### src/rtl/trig_watchdog.sv
// trig_watchdog: watches the fir_trig time-over-threshold bits for a trigger
// that stays asserted too long (baseline run-away) and drives a recovery
// strobe back into fir_trig. Also keeps saturating trigger and stuck-event
// counters for slow-control readout.
//
// state     | meaning
// ----------+---------------------------------------------------------------
// S_IDLE    | waiting for any tot bit while enabled
// S_TRIG    | trigger run in progress, r_len counts consecutive high samples
// S_OVERRIDE| recovery strobe active (pause_override or bsum_reset)
// S_HOLDOFF | post-recovery quiet time, tot ignored
module trig_watchdog #(
    parameter int MAX_TRIG_LEN = 20,
    parameter int OVERRIDE_LEN = 20,
    parameter int MODE         = 0,
    parameter int HOLDOFF      = 16,
    parameter int CNT_W        = 16
) (
    input  logic             clk,
    input  logic             reset_n,
    input  logic [3:0]       tot,
    input  logic             enable,
    input  logic             clr_counts,
    output logic             pause_override,
    output logic             bsum_reset,
    output logic             stuck,
    output logic [CNT_W-1:0] n_trig,
    output logic [CNT_W-1:0] n_stuck
);

    localparam int LEN_W  = $clog2(MAX_TRIG_LEN);
    localparam int OVR_W  = (OVERRIDE_LEN > 1) ? $clog2(OVERRIDE_LEN) : 1;
    localparam int HOLD_W = (HOLDOFF > 1) ? $clog2(HOLDOFF) : 1;

    localparam logic [LEN_W-1:0]  LEN_LAST  = LEN_W'(MAX_TRIG_LEN - 1);
    localparam logic [OVR_W-1:0]  OVR_LAST  = OVR_W'(OVERRIDE_LEN - 1);
    localparam logic [HOLD_W-1:0] HOLD_LAST = HOLD_W'((HOLDOFF > 0) ? HOLDOFF - 1 : 0);

    typedef enum logic [1:0] {
        S_IDLE     = 2'd0,
        S_TRIG     = 2'd1,
        S_OVERRIDE = 2'd2,
        S_HOLDOFF  = 2'd3
    } state_t;

    state_t             r_state, w_state;
    logic [LEN_W-1:0]   r_len, w_len;
    logic [OVR_W-1:0]   r_ovr, w_ovr;
    logic [HOLD_W-1:0]  r_hold, w_hold;
    logic               r_po, w_po;
    logic               r_bsr, w_bsr;
    logic               r_stuck, w_stuck;
    logic [CNT_W-1:0]   r_n_trig, r_n_stuck;
    logic               w_any_trig;
    logic               w_inc_trig, w_inc_stuck;

    assign w_any_trig = enable & (|tot);

    // Next-state, run-length timers and strobe values; disable forces IDLE.
    always_comb begin
        w_state     = r_state;
        w_len       = r_len;
        w_ovr       = r_ovr;
        w_hold      = r_hold;
        w_po        = 1'b0;
        w_bsr       = 1'b0;
        w_inc_trig  = 1'b0;
        w_inc_stuck = 1'b0;
        if (!enable) begin
            w_state = S_IDLE;
            w_len   = '0;
            w_ovr   = '0;
            w_hold  = '0;
        end else begin
            case (r_state)
                S_IDLE: begin
                    if (w_any_trig) begin
                        w_state    = S_TRIG;
                        w_len      = LEN_W'(1);
                        w_inc_trig = 1'b1;
                    end
                end
                S_TRIG: begin
                    if (!w_any_trig) begin
                        w_state = S_IDLE;
                        w_len   = '0;
                    end else if (r_len == LEN_LAST) begin
                        w_state     = S_OVERRIDE;
                        w_len       = '0;
                        w_ovr       = '0;
                        w_inc_stuck = 1'b1;
                        w_po        = (MODE == 0);
                        w_bsr       = (MODE == 1);
                    end else begin
                        w_len = r_len + 1'b1;
                    end
                end
                S_OVERRIDE: begin
                    // bsum_reset is a one-cycle strobe; pause_override is held.
                    if ((MODE == 1) || (r_ovr == OVR_LAST)) begin
                        w_ovr  = '0;
                        w_hold = '0;
                        w_state = (HOLDOFF == 0) ? S_IDLE : S_HOLDOFF;
                    end else begin
                        w_ovr = r_ovr + 1'b1;
                        w_po  = (MODE == 0);
                    end
                end
                S_HOLDOFF: begin
                    if (r_hold == HOLD_LAST) begin
                        w_state = S_IDLE;
                        w_hold  = '0;
                    end else begin
                        w_hold = r_hold + 1'b1;
                    end
                end
                default: begin
                    w_state = S_IDLE;
                    w_len   = '0;
                    w_ovr   = '0;
                    w_hold  = '0;
                end
            endcase
        end
        w_stuck = (w_state == S_OVERRIDE) || (w_state == S_HOLDOFF);
    end

    // FSM state, timers and registered strobes.
    always_ff @(posedge clk or negedge reset_n) begin
        if (!reset_n) begin
            r_state <= S_IDLE;
            r_len   <= '0;
            r_ovr   <= '0;
            r_hold  <= '0;
            r_po    <= 1'b0;
            r_bsr   <= 1'b0;
            r_stuck <= 1'b0;
        end else begin
            r_state <= w_state;
            r_len   <= w_len;
            r_ovr   <= w_ovr;
            r_hold  <= w_hold;
            r_po    <= w_po;
            r_bsr   <= w_bsr;
            r_stuck <= w_stuck;
        end
    end

    // Saturating event counters; clear has priority over an increment.
    always_ff @(posedge clk or negedge reset_n) begin
        if (!reset_n) begin
            r_n_trig  <= '0;
            r_n_stuck <= '0;
        end else if (clr_counts) begin
            r_n_trig  <= '0;
            r_n_stuck <= '0;
        end else begin
            if (w_inc_trig && (r_n_trig != {CNT_W{1'b1}}))
                r_n_trig <= r_n_trig + 1'b1;
            if (w_inc_stuck && (r_n_stuck != {CNT_W{1'b1}}))
                r_n_stuck <= r_n_stuck + 1'b1;
        end
    end

    assign pause_override = r_po;
    assign bsum_reset     = r_bsr;
    assign stuck          = r_stuck;
    assign n_trig         = r_n_trig;
    assign n_stuck        = r_n_stuck;

endmodule

### config.mk
export PLATFORM = sky130hd
export DESIGN_NAME = trig_watchdog
export DESIGN_NICKNAME = d
export VERILOG_FILES = /design/src/rtl/trig_watchdog.sv
export SDC_FILE = /design/constraint.sdc
export NUM_CORES = 1
export LEC_CHECK = 0
export ABC_CLOCK_PERIOD_IN_PS = 6690
export CAP_MARGIN = 10
export CORE_MARGIN = 8
export CORE_UTILIZATION = 40
export CTS_BUF_LIST = sky130_fd_sc_hd__clkbuf_8
export CTS_CLUSTER_SIZE = 24
export DETAILED_ROUTE_END_ITERATION = 8
export PLACE_DENSITY = 0.61
export SLEW_MARGIN = 20
export SYNTH_ARGS = -nofsm -noshare
export SYNTH_HDL_FRONTEND = slang
export SYNTH_SLANG_ARGS = --single-unit
### constraint.sdc
create_clock -name clk -period 6.69 [get_ports clk]
set_clock_uncertainty 0.2 [all_clocks]
set_input_delay 1.6725 -clock clk [delete_from_list [all_inputs] [get_ports clk]]
set_output_delay 1.6725 -clock clk [all_outputs]
set_load 0.005 [all_outputs]
==> reports/results.ini <==
[logic_synthesis]
synth_ff_type=dfrtp_1
ys_ff_latch=50
synth-edff-count=0
syn_inst=325
yosys_warnings=0
syn_avg_cell_area_um2=9.27
synth_cell_type_count=50
ys_seq_area_share_pct=41.5
syn_area_um2=3010
synth_nets=343
synthArstFlopShare_pct=100

[detailed_routing]
drc=0
vias=2593
post_drt_wl_per_cell_um=15.5
totalWireLength_um=7170
drtIter0Drc=90
vias_per_cell=5.59
first_pass_iters=4
detail-route-antenna-nets=0

[worst_setup_path]
cpPeakStageDelay_ns=0.70
cp.depth=5
critPathLaunchType=input pin
crit_family=simple AND/OR/NAND/NOR gates
crit_buf_inv=1
path_max_fanout=18
endpoint_kind=flop
cpMaxStageDelayCell=clkdlybuf4s50_1
worst_r2r_path_depth=6
crit_arrival_ns=4.12
critPathKind=in -> reg
crit_chain=clkdlybuf4s50_1, o41a_1, nand3_1, nor4b_1, mux2_2
worstPathRequired_ns=6.68

[layout]
final_cell_mix=dfrtp_1, clkdlybuf4s50_1, nor2_1
layout_commonest_cell=dfrtp_1
drive_gt1_share_pct=8.77
diodes=0
final_util_pct=49.3
area_delta_synth_final_pct=19.2
finalNetCount=383
finalNonFillerCells=464

[clock_tree]
clock_latency_ns=0.30
post-cts-setup-buffer-count=0
cts.sinks=50
cts-hold-fix-buffers=0
htreeDepth=2
cts_tree=yes
numCtsBuffers=5
clkSlewWorstSetupHoldPaths_ns=0.09
cts_resized=0
root_buffer=clkbuf_8
clockBufferDepth=2

[sta]
period_share_pct=61.7
worstMarginPinSlew_ns=0.843
rsz0062_at_grt=false
slew_headroom_pct=43.4
finalSetupViolCount=0
hold_viol_final=0
timing.fmax_ghz=0.242
fin_ws_ns=2.56
drv_slew=0
layout_min_cycle_time_ns=4.13
tns_ns=0

[floorplan]
core_um2=7290
rows=31
start_util_pct=41.3
io_pins=43
die_y_um=103
die_x_um=103
die_area_um2=10600

[power]
p_leak_nw=1.43
power_density_nw_per_um2=149
p_total_uw=535
ir_drop_v=0.0000967

[job]
maxCapViolCount=0

[placed_design]
place_ws_ns=2.19
gp_congestion=0.775
dp.final_hpwl_um=5140
portBuffers=41
dpl.cell_count=457

[global_routing]
grt_antenna_before_repair=0
grt_pass1_wl_um=12300
grt_overflow_total=0
grt.total_usage_pct=14.4
grt_max_degree=51
first_global_vias=2566

[hold_path]
hp-class=reg -> reg
holdPathStages=1

[status]
status=completed

-- report_power, final --
part | leakage (nW) | internal, mW | switching [mW]
Clock | 0.0466 | 0.0693 | 0.0967
Combinational | 0.688 | 0.0218 | 0.0360
Sequential | 0.695 | 0.306 | 0.00509
-- synthesized netlist by cell type, types with 2 or more instances --
library cell | instances | area (um^2)
dfrtp_1 | 50 | 1250
nor2_1 | 26 | 97.6
a21oi_1 | 23 | 115
nand3_1 | 23 | 115
nand2_1 | 19 | 71.3
nor2b_1 | 16 | 100
mux2_2 | 14 | 158
o21ai_0 | 14 | 70.1
or4_1 | 11 | 82.6
ha_1 | 10 | 125
nand4_1 | 10 | 62.6
o31ai_1 | 10 | 75.1
inv_1 | 9 | 33.8
nor4_1 | 9 | 56.3
and3_1 | 8 | 50.1
nand2b_1 | 8 | 50.1
clkbuf_1 | 7 | 26.3
a211oi_1 | 6 | 45.0
nor4b_1 | 4 | 35.0
o21a_1 | 4 | 30.0
or3_1 | 4 | 25.0
buf_2 | 3 | 15.0
nor3_1 | 3 | 15.0
xnor2_1 | 3 | 26.3
a21o_1 | 2 | 15.0
a41o_1 | 2 | 20.0
and4_1 | 2 | 17.5
and4bb_2 | 2 | 25.0
nand3b_1 | 2 | 15.0
-- worst paths after layout --
kind,start,slack (ns),endpoint
setup / recovery,enable,2.56,n_stuck[6]
hold / removal,r_hold[3],0.29,r_hold[3]
setup reg to reg,r_state[0],4.00,n_trig[11]
hold reg to reg,r_hold[3],0.29,r_hold[3]
max in group asynchronous,reset_n,4.54,r_ovr[1]
min in group asynchronous,reset_n,1.28,r_ovr[3]
-- sequential cells by signal, summed over array words and instances, names as in the netlist --
name	cells
n_stuck	16
stuck	1
n_trig	16
r_hold	4
pause_override	1
r_ovr	5
r_state	2
r_len	5
-- cell type report --
cell class              count  area [um^2]
flip-flops and latches     50         1250
inverters                   9         33.8
repair buffers             44          428
multi-input cells         255         1680
clock inverters             2         7.51
clock buffers               5         68.8
fillers                   732         3700
well taps                  99          124
-- layer usage --
metal	up-vias	part of all wire (%)	GRT usage [%]
met5	-	0	0
met4	0	1.2	4.23
met3	7	3.2	3.04
met2	33	47	23.6
met1	1254	48	18.5
li1	1299	-	-
-- metrics by stage --
step / cell area [um^2] / hold slack [ns]
after CTS: 3590 / 0.292
after global placement: 3520 / 0.268
after floorplan: 3010 / 0.245
after detailed placement: 3520 / 0.279
final: 3590 / 0.290
after global routing: 3590 / 0.323
-- logic make-up after synthesis --
| kind of cell | count (synthesis) | share of synthesized area, % |
|---|---|---|
| AO/OA/AOI/OAI | 72 | 15.7 |
| buffers and inverters | 20 | 2.74 |
| multiplexers | 15 | 5.56 |
| XOR/XNOR | 3 | 0.872 |
| AND/OR/NAND/NOR | 154 | 29.4 |
| adder cells (fa/ha/maj) | 10 | 4.15 |
| flip-flops | 50 | 41.5 |
| other | 1 | 0.124 |
Note: power is estimated with default switching activity, not from simulation.
